`config.mk`:
```
export PLATFORM = sky130hd
export DESIGN_NAME = hash_result_framer_flat
export DESIGN_NICKNAME = d
export VERILOG_FILES = /design/src/rtl/hash_result_framer_if.sv /design/src/rtl/hash_result_framer.sv /design/src/flat_wrapper.sv
export SDC_FILE = /design/constraint.sdc
export NUM_CORES = 1
export LEC_CHECK = 0
export CORE_ASPECT_RATIO = 0.8
export CORE_UTILIZATION = 26
export DETAILED_ROUTE_END_ITERATION = 16
export PLACE_DENSITY = 0.46
export SLEW_MARGIN = 25
export SYNTH_ARGS = -nofsm -noshare
export SYNTH_HDL_FRONTEND = slang
export SYNTH_SLANG_ARGS = --single-unit
```
`constraint.sdc`:
```
create_clock -name clk -period 4.82 [get_ports clk]
set_clock_uncertainty 0.1 [all_clocks]
set_input_delay 0.964 -clock clk [delete_from_list [all_inputs] [get_ports clk]]
set_output_delay 0.964 -clock clk [all_outputs]
set_load 0.01 [all_outputs]
```
`src/rtl/hash_result_framer_if.sv`:
```
// hash_result_framer_if: result capture, byte stream and status signals of the framer
interface hash_result_framer_if #(
  parameter int DEPTH = 4,
  parameter int CNT_W = 8
);
  localparam int LW = $clog2(DEPTH) + 1;
  logic             res_valid;
  logic [1:0]       res_idx;
  logic [23:0]      res_bounty;
  logic [31:0]      res_nonce;
  logic             batch_fin;
  logic [7:0]       tx_data;
  logic             tx_valid;
  logic             tx_ready;
  logic [LW-1:0]    fifo_level;
  logic             overflow;
  logic [CNT_W-1:0] drop_cnt;
  logic             drained;
  modport master (
    output res_valid, res_idx, res_bounty, res_nonce, batch_fin, tx_ready,
    input  tx_data, tx_valid, fifo_level, overflow, drop_cnt, drained
  );
  modport slave (
    input  res_valid, res_idx, res_bounty, res_nonce, batch_fin, tx_ready,
    output tx_data, tx_valid, fifo_level, overflow, drop_cnt, drained
  );
endinterface

```
`src/rtl/hash_result_framer.sv`:
```
// hash_result_framer: buffers miner results and serialises them as 9-byte frames
module hash_result_framer #(
  parameter int         DEPTH     = 4,
  parameter int         CNT_W     = 8,
  parameter logic [7:0] SYNC_BYTE = 8'hA5
) (
  input logic clk,
  input logic reset,
  hash_result_framer_if.slave bus
);
  localparam int AW = $clog2(DEPTH);
  localparam int LW = AW + 1;
  typedef enum logic {IDLE, SEND} state_t;
  state_t state, state_nx;
  logic [57:0] mem [DEPTH];
  logic [AW-1:0] wr_ptr, rd_ptr;
  logic [LW-1:0] level;
  logic [57:0] frame;
  logic [3:0] byte_idx;
  logic [5:0] seq;
  logic fin_seen, overflow, drained;
  logic [CNT_W-1:0] drop_cnt;
  logic empty, full, hs, last, pop, push;
  logic [71:0] shifted;
  assign empty = level == '0;
  assign full = level == LW'(DEPTH);
  assign hs = state == SEND && bus.tx_ready;
  assign last = hs && byte_idx == 4'd8;
  // a record leaves the FIFO when its frame starts, so a full FIFO can still take a push on that cycle
  assign pop = !empty && (state == IDLE || last);
  assign push = bus.res_valid && (!full || pop);
  assign shifted = {SYNC_BYTE, frame[57:56], seq, frame[55:0]} << {byte_idx, 3'b000};
  // record storage, no reset needed since level gates every read
  always_ff @(posedge clk)
    if (push) mem[wr_ptr] <= {bus.res_idx, bus.res_bounty, bus.res_nonce};
  // state register together with FIFO bookkeeping, frame register and status
  always_ff @(posedge clk)
    if (reset) begin
      state <= IDLE;
      wr_ptr <= '0;
      rd_ptr <= '0;
      level <= '0;
      frame <= '0;
      byte_idx <= '0;
      seq <= '0;
      fin_seen <= 1'b0;
      overflow <= 1'b0;
      drop_cnt <= '0;
      drained <= 1'b0;
    end else begin
      state <= state_nx;
      if (push) wr_ptr <= wr_ptr + 1'b1;
      if (pop) rd_ptr <= rd_ptr + 1'b1;
      level <= level + LW'(push) - LW'(pop);
      if (pop) frame <= mem[rd_ptr];
      byte_idx <= pop ? 4'd0 : hs ? byte_idx + 4'd1 : byte_idx;
      if (last) seq <= seq + 6'd1;
      if (bus.batch_fin) fin_seen <= 1'b1;
      if (bus.res_valid && !push) overflow <= 1'b1;
      if (bus.res_valid && !push && !(&drop_cnt)) drop_cnt <= drop_cnt + 1'b1;
      drained <= fin_seen && empty && state == IDLE && !bus.res_valid;
    end
  // next state: start a frame whenever a record waits, leave SEND only when the last byte goes with nothing queued
  always_comb
    state_nx = state == IDLE ? (empty ? IDLE : SEND) : (last && empty ? IDLE : SEND);
  // outputs: current frame byte while sending, zero otherwise
  always_comb begin
    bus.tx_valid = state == SEND;
    bus.tx_data = state == SEND ? shifted[71:64] : 8'h00;
    bus.fifo_level = level;
    bus.overflow = overflow;
    bus.drop_cnt = drop_cnt;
    bus.drained = drained;
  end
endmodule

```
`src/flat_wrapper.sv`:
```
// flat-port wrapper written by rule: the top's interface ports become plain ports
module hash_result_framer_flat 
#(
  parameter int         DEPTH     = 4,
  parameter int         CNT_W     = 8,
  parameter logic [7:0] SYNC_BYTE = 8'hA5
)
  (clk, reset, bus_res_valid, bus_res_idx, bus_res_bounty, bus_res_nonce, bus_batch_fin, bus_tx_ready, bus_tx_data, bus_tx_valid, bus_fifo_level, bus_overflow, bus_drop_cnt, bus_drained);
  hash_result_framer_if #(.DEPTH(DEPTH), .CNT_W(CNT_W)) bus_i ();
  input logic clk;
  input logic reset;
  input wire logic [$bits(bus_i.res_valid)-1:0] bus_res_valid;
  input wire logic [$bits(bus_i.res_idx)-1:0] bus_res_idx;
  input wire logic [$bits(bus_i.res_bounty)-1:0] bus_res_bounty;
  input wire logic [$bits(bus_i.res_nonce)-1:0] bus_res_nonce;
  input wire logic [$bits(bus_i.batch_fin)-1:0] bus_batch_fin;
  input wire logic [$bits(bus_i.tx_ready)-1:0] bus_tx_ready;
  output wire logic [$bits(bus_i.tx_data)-1:0] bus_tx_data;
  output wire logic [$bits(bus_i.tx_valid)-1:0] bus_tx_valid;
  output wire logic [$bits(bus_i.fifo_level)-1:0] bus_fifo_level;
  output wire logic [$bits(bus_i.overflow)-1:0] bus_overflow;
  output wire logic [$bits(bus_i.drop_cnt)-1:0] bus_drop_cnt;
  output wire logic [$bits(bus_i.drained)-1:0] bus_drained;
  assign bus_i.res_valid = bus_res_valid;
  assign bus_i.res_idx = bus_res_idx;
  assign bus_i.res_bounty = bus_res_bounty;
  assign bus_i.res_nonce = bus_res_nonce;
  assign bus_i.batch_fin = bus_batch_fin;
  assign bus_i.tx_ready = bus_tx_ready;
  assign bus_tx_data = bus_i.tx_data;
  assign bus_tx_valid = bus_i.tx_valid;
  assign bus_fifo_level = bus_i.fifo_level;
  assign bus_overflow = bus_i.overflow;
  assign bus_drop_cnt = bus_i.drop_cnt;
  assign bus_drained = bus_i.drained;
  hash_result_framer #(.DEPTH(DEPTH), .CNT_W(CNT_W), .SYNC_BYTE(SYNC_BYTE)) u_core (.clk(clk), .reset(reset), .bus(bus_i));
endmodule
```
==> impl_results.md, run 1 <==
- Instance count after placement with tap cells included: 1459
- Synth area leader: sky130_fd_sc_hd__edfxtp_1
- Setup-failing EPs final: 0
- Hold Vio Cnt, Final: 0
- Deepest clock path buffer count: 3
- Number of storage elements in the synthesis netlist: 319
- Most common cell in the netlist: sky130_fd_sc_hd__edfxtp_1
- Number of enable flip-flop cells after synthesis: 232
- Nets: 949
- Top_reg_cell synth: sky130_fd_sc_hd__edfxtp_1
- Cell-by-cell listing of the critical path: inv_1 -> nor2_1 -> a221oi_1 -> o31ai_1 -> clkdlybuf4s50_1
- Clock tree root buffer cell: sky130_fd_sc_hd__clkbuf_16
- Fin Setup TNS: 0 ps
- Setup repair bufs after CTS: 0
- Period minus WS final: 4000 ps
- Clock tree from TritonCTS: built
- Cell family with most CP delay: flip-flops
- Number of clock sinks: 319
- Floorplan core area: 47000 um^2
- Worst path max stage delay: 910 ps
- Top cells by count, synth: sky130_fd_sc_hd__edfxtp_1 (232), sky130_fd_sc_hd__nand2_1 (133), sky130_fd_sc_hd__dfxtp_1 (87)
- Total of hold buffers inserted after clock tree synthesis: 0
- Wire length per cell after detailed routing: 18.5 um
- VDD IR max: 214 uV
- Met1 track demand over resource: 0.173
- Global route hottest layer: met2
- Initial standard-cell utilization of the core: 0.263
- Global-route wire length before repair: 42900 um
- Highest-delay cell along the critical path: sky130_fd_sc_hd__dfxtp_1
- Vias: 6769
- Total Die Area: 48500 um^2
- Routed Antenna Nets: 0
- Detailed-router iteration count before antenna repair: 11
- Initial antenna violation count: 0
- Diode count: 0
- Critical Path AT: 2940 ps
- Via density per instance: 4.45
- Largest net degree at the start of global routing: 77
- GR met2 Demand/Resource: 0.177
- Fin Hold WS: 345 ps
- DRT Wirelength: 28100 um
- Post-synth cell types: 45
- Mapped Area: 12400 um^2
- Period utilisation layout: 0.830
- Flip-flop and latch area: 8710 um^2
- Cells after Synth: 789
- Required time of the critical path: 3760 ps
- Failing checks: DRC
- Clock latency of the later-clocked register in the worst-skew pair: 530 ps
- Max-Cap Viols: 0
- Worst-margin pin slew: 1040 ps
- Floorplan die width: 246 um
- Non-filler instance count after layout: 1520
- Static power due to leakage: 4.76 nW
- Setup crit start kind: flip-flop
- Final Max Slew Viols: 0
- Top area cells in the synthesized netlist: sky130_fd_sc_hd__edfxtp_1 (56%), sky130_fd_sc_hd__dfxtp_1 (14%), sky130_fd_sc_hd__mux4_2 (11%), sky130_fd_sc_hd__nand2_1 (4.0%), sky130_fd_sc_hd__a21oi_1 (2.7%)
- Critical path buffer and inverter count: 2
- Critical Path End Type: output pin
- Post-CTS resize count: 0
- Port Buf Inserts: 84
- Inserted Clock Buffers: 34
- Max_slew headroom: 0.309
- HP Class: reg2reg
- Path type of the worst setup path: reg2out
- Detailed-placement wirelength estimate: 17900 um
- Vias in the first global route: 6841
- Total gr overflow: 0
- Peak Freq: 250 MHz
- Met3 Resource Use GR: 0.0220
- H-tree level count: 2
- Filler Cell Count: 4618
- Fraction of layout cells with a size suffix above 1: 0.173
- Setup Slack @ Placement: 1330 ps
- Avg Inst Size Synth: 15.7 um^2
- All-layer global routing usage: 0.117
- Largest fanout on the critical path: 21
- RSZ-0062 raised after global routing: false
- Post-route DRC violation count: 2
- DIE HEIGHT: 197 um
- Part of the Yosys area used for sequential elements: 0.704
- Post-synth net total: 863
- Setup WS post-layout: 817 ps
- Power density normalized to cell area: 521 nW/um^2
- I/O pin count: 85
- Number of placement rows: 71
- Share of the synthesized area in the top cell type: 0.563
- Share of flip-flops with an asynchronous set or reset: 0
- Area of the multi-input gates: 3370 um^2
- Routability congestion estimate from global placement: 0.768
- Warnings from Yosys: 0
- CTS clk-pin slew, worst paths: 60 ps
- Area grow syn2layout: 20.9%
- Number of DRC markers after the initial detailed-route iteration: 405
- Outcome: complete, but fails checks
logic make-up after synthesis:
family,share of synthesized area
muxes,0.130
xor gates and xnor gates,0.00850
buffers and inverters,0.0244
adders and majority gates,0.0117
DFF,0.704
AOI/OAI and AO/OA,0.0452
and+or+nand+nor,0.0762
cells in the final DEF (no fill, tap or decap), drive strengths merged, types with 3 or more instances in the layout:
cell type	synthesis	final
o21ai	7	7
ha	10	10
buf	26	15
a221oi	4	4
clkinv	0	10
nor3	8	8
nor4	3	3
a21oi	67	67
or4	3	3
nor2b	7	7
nor2	18	18
and3	4	4
o31ai	7	7
nand3	11	11
clkbuf	22	45
mux4	62	62
mux2	17	17
and2	4	4
bufinv	0	3
inv	14	16
dfxtp	87	87
nand2b	4	4
nand2	134	134
edfxtp	232	232
xnor2	10	10
o22ai	8	8
clkdlybuf4s50	0	83
flip-flops by register name, summed over array words and instances, names as in the netlist:
| name | cells |
|---|---|
| u_core.bus.drained | 1 |
| u_core.byte_idx | 4 |
| u_core.bus.drop_cnt | 8 |
| u_core.wr_ptr | 2 |
| u_core.seq | 6 |
| u_core.bus.fifo_level | 3 |
| u_core.mem | 232 |
| u_core.fin_seen | 1 |
| u_core.bus.overflow | 1 |
| u_core.rd_ptr | 2 |
| u_core.frame | 58 |
| u_core.bus.tx_valid | 1 |
stage by stage:
stage	power, mW	util	cell area (um^2)
3_3_place_gp	5.31	0.295	13900
3_5_place_dp	5.32	0.295	13900
5_1_grt	8.20	0.318	15000
2_1_floorplan	4.74	-	12400
4_1_cts	7.94	0.318	15000
6_report	7.80	0.318	15000
final timing paths:
kind	start	end	slack, ps	depth (start not counted)
max	u_core.byte_idx[1]	bus_tx_data[4]	820	5
min	u_core.bus.overflow	u_core.bus.overflow	350	2
max reg2reg	u_core.byte_idx[0]	u_core.bus.fifo_level[2]	1530	13
min reg2reg	u_core.bus.overflow	u_core.bus.overflow	350	2
metal layers:
metal | part of all wire | vias up
met5 | 0 | -
met4 | 0.017 | 0
met3 | 0.038 | 42
met2 | 0.45 | 127
met1 | 0.49 | 3441
li1 | - | 3159
power by group:
part / leakage [nW] / internal, mW / switching, mW
combinational: 1.38 / 0.739 / 0.824
sequential: 2.84 / 3.32 / 0.321
clock: 0.539 / 1.54 / 1.06
total: 4.76 / 5.60 / 2.20
worst reg2reg max path, cell delays in order, from the launching register on:
cell	delay, ps
sky130_fd_sc_hd__dfxtp_1	950
sky130_fd_sc_hd__inv_1	190
sky130_fd_sc_hd__ha_1	360
sky130_fd_sc_hd__nand4b_4	170
sky130_fd_sc_hd__a21o_2	170
sky130_fd_sc_hd__inv_4	30
sky130_fd_sc_hd__ha_1	260
sky130_fd_sc_hd__inv_1	60
sky130_fd_sc_hd__ha_1	130
sky130_fd_sc_hd__inv_1	50
sky130_fd_sc_hd__fa_1	370
sky130_fd_sc_hd__xor2_1	180
sky130_fd_sc_hd__xnor2_1	130
sky130_fd_sc_hd__nor2_1	50
layout make-up:
cell class / instances / area share
clock inverter: 16 / 0.0112
inverter: 14 / 0.00368
clock buffer: 45 / 0.0630
tap: 620 / 0.0519
multi-input combinational: 408 / 0.225
sequential: 319 / 0.582
timing repair buffer: 98 / 0.0629
(Power assumes the default switching activity.)
==> inputs of run 2 (changes only) <==
- clock period: 4.82 -> 4 ns (I/O delays scaled with it)
==> impl_results.md, run 2 (synthesized netlist as in run 1, its figures left out) <==
- Core occupancy in the finished layout: 0.320 (+0.00117)
- Initial standard-cell utilization of the core: 0.263 (unchanged)
- I/O pin count: 85 (unchanged)
- Global-route wire length before repair: 42800 um (-0.32%)
- Clock tree root buffer cell: sky130_fd_sc_hd__clkbuf_16
- Fraction of layout cells with a size suffix above 1: 0.169 (-0.00407)
- Terminus of the critical flop-to-flop path: u_core.bus.fifo_level[2]
- P_sw: 2.63 mW (+19%)
- Clock latency of the later-clocked register in the worst-skew pair: 520 ps (about the same)
- Max-Cap Viols: 0 (unchanged)
- Power density normalized to cell area: 623 nW/um^2 (+20%)
- Detailed-placement wirelength estimate: 17100 um (-4.5%)
- Worst path max stage delay: 890 ps (-20 ps)
- DRT Wirelength: 27500 um (-2.1%)
- Post-CTS resize count: 0 (unchanged)
- Static power due to leakage: 4.76 nW (+0.14%)
- Crit path capture: bus_tx_data[0]
- Floorplan core area: 47000 um^2 (unchanged)
- Hold Path Stages: 2 (unchanged)
- Worst-margin pin slew: 887 ps (-151 ps)
- Total of hold buffers inserted after clock tree synthesis: 0 (unchanged)
- Area after detailed placement: 13900 um^2 (+0.63%)
- Final Max Slew Viols: 0 (unchanged)
- Port Buf Inserts: 84 (unchanged)
- Instance count on the critical path: 5 (unchanged)
- Largest net degree at the start of global routing: 64 (-17%)
- Deepest clock path buffer count: 3 (unchanged)
- Most common cell after layout, fill and taps aside: sky130_fd_sc_hd__edfxtp_1
- Area grow syn2layout: 21.4%
- Filler Cell Count: 4577 (-0.89%)
- Number of placement rows: 71 (unchanged)
- H-tree level count: 2 (unchanged)
- Highest metal used: met5
- Floorplan die width: 246 um (unchanged)
- Setup-failing EPs final: 0 (unchanged)
- Setup Slack @ Placement: 728 ps (-605 ps)
- Detailed-router iteration count before antenna repair: 13 (+2)
- Switching share of power: 0.281 (-0.00127)
- Cell family with most CP delay: flip-flops
- Cell-by-cell listing of the critical path: mux2_2 -> o22ai_1 -> o21ai_0 -> and3_1 -> clkdlybuf4s50_1
- Period minus WS final: 3720 ps
- Total gr overflow: 0 (unchanged)
- CTS clk-pin slew, worst paths: 60 ps (about the same)
- Clock Power Share: 0.328 (-0.005)
- Post-route DRC violation count: 4 (+2)
- Registers with the highest flip-flop counts: u_core.mem (232), u_core.frame (58), u_core.bus.drop_cnt (8)
- HP Class: reg2reg
- Nets: 949 (unchanged)
- DIE HEIGHT: 197 um (unchanged)
- RSZ-0062 raised after global routing: false
- Setup repair bufs after CTS: 0 (unchanged)
- R2r startpoint: u_core.byte_idx[0]
- Wire length per cell after detailed routing: 18.1 um (-2.0%)
- Outcome: complete, but fails checks
- Critical path buffer and inverter count: 1 (-1)
- Wire length on met1: 13800 um (-0.68%)
- Source of the critical timing path: u_core.byte_idx[0]
- Most frequent cells in the layout: sky130_fd_sc_hd__edfxtp_1 (232), sky130_fd_sc_hd__nand2_1 (133), sky130_fd_sc_hd__dfxtp_1 (85)
- Share of power burned in combinational logic: 0.208 (+0.008)
- Pint: 6.73 mW (+20%)
- Slack of the worst reg-to-reg path: 810 ps (-720 ps)
- Critical Path End Type: output pin
- Path type of the worst setup path: reg2out
- Largest fanout on the critical path: 19 (-9.5%)
- Clock tree from TritonCTS: built
- Total Die Area: 48500 um^2 (unchanged)
- Max_slew headroom: 0.409 (+0.100)
- Largest register by flop count: u_core.mem
- Via density per instance: 4.42 (-0.73%)
- Vias in the first global route: 6834 (-0.10%)
- Routed Antenna Nets: 0 (unchanged)
- Critical Path AT: 2820 ps (-120 ps)
- Part of the total power dissipated in sequential elements: 0.464 (-0.003)
- Setup crit start kind: flip-flop
- Highest-delay cell along the critical path: sky130_fd_sc_hd__dfxtp_1
- Vias: 6715 (-0.80%)
- Inserted Clock Buffers: 34 (unchanged)
- Initial antenna violation count: 1 (+1)
- Post-Layout Inst Area: 15000 um^2 (+0.37%)
- Routability congestion estimate from global placement: 0.759 (-1.2%)
- Fin Setup TNS: 0 ps (unchanged)
- Flip-flop count of the largest register, all copies and words added: 232 (unchanged)
- Period utilisation layout: 0.929
- Peak Freq: 269 MHz
- Number of DRC markers after the initial detailed-route iteration: 464 (+15%)
- Required time of the critical path: 3100 ps (-660 ps)
- Setup WS post-layout: 284 ps (-533 ps)
- Hold Vio Cnt, Final: 0 (unchanged)
- Failing checks: DRC
- Number of clock sinks: 319 (unchanged)
- All-layer global routing usage: 0.116 (-0.00151)
- Met2 layer wire length in the routed design: 12400 um (-2.6%)
- Met3 routed WL: 1000 um (-7.4%)
- VDD IR max: 283 uV (+32%)
- Overall Power: 9.36 mW (+20%)
- Count of cells along the worst register-to-register path: 13 (unchanged)
## run 2: cell types whose count changed in the layout (fill, tap and decap cells not counted), sizes merged
cell      previous run  this run
diode                0         1
clkinvlp             1         0
clkbuf              45        46
clkinv              10         8
## run 2: final cells by class
cell class | instances | area (um^2) | area share
antenna | 1 | 2.50 | 0.000167
clock buffer | 46 | 917 | 0.0611
clock inverter | 13 | 158 | 0.0105
inverter | 14 | 55.1 | 0.00367
multi-input combinational | 408 | 3370 | 0.224
sequential | 319 | 8710 | 0.580
tap | 620 | 776 | 0.0517
timing repair buffer | 98 | 1030 | 0.0685
## run 2: worst reg2reg max path: cells and delay by family, from the launching register on
family	cells	cell delay (ps)
adders and majority gates	4	1070
and+or+nand+nor	2	200
AOI/OAI and AO/OA	1	170
DFF	1	890
buffers and inverters	4	310
xor gates and xnor gates	2	300
## run 2: worst min-delay path by stage
stage                        start                  end  slack [ps]
4_1_cts        u_core.bus.overflow  u_core.bus.overflow         350
3_3_place_gp   u_core.bus.overflow  u_core.bus.overflow         340
2_1_floorplan      u_core.fin_seen      u_core.fin_seen         330
6_report       u_core.bus.overflow  u_core.bus.overflow         350
5_1_grt           u_core.frame[16]     u_core.frame[16]         370
3_5_place_dp   u_core.bus.overflow  u_core.bus.overflow         340
## run 2: stage by stage
stage / cells / hold slack, ps
CTS: 1518 / 348
detailed placement: 1459 / 338
floorplan: 789 / 331
finish: 1519 / 345
global placement: 1459 / 336
global route: 1518 / 370
## run 2: per-layer routing
metal	track usage	vias to the layer above
met5	0	-
met4	0.0262	2
met3	0.0242	39
met2	0.176	115
met1	0.169	3403
li1	-	3156
## run 2: power groups by stage
| stage | logic [mW] | registers [mW] | clock network (mW) |
|---|---|---|---|
| after global placement | 2.00 | 4.43 | 0 |
| after floorplan | 1.52 | 4.19 | 0 |
| final | 1.95 | 4.34 | 3.07 |
| after CTS | 2.01 | 4.36 | 3.16 |
| after detailed placement | 2.01 | 4.42 | 0 |
| after global routing | 2.17 | 4.41 | 3.31 |
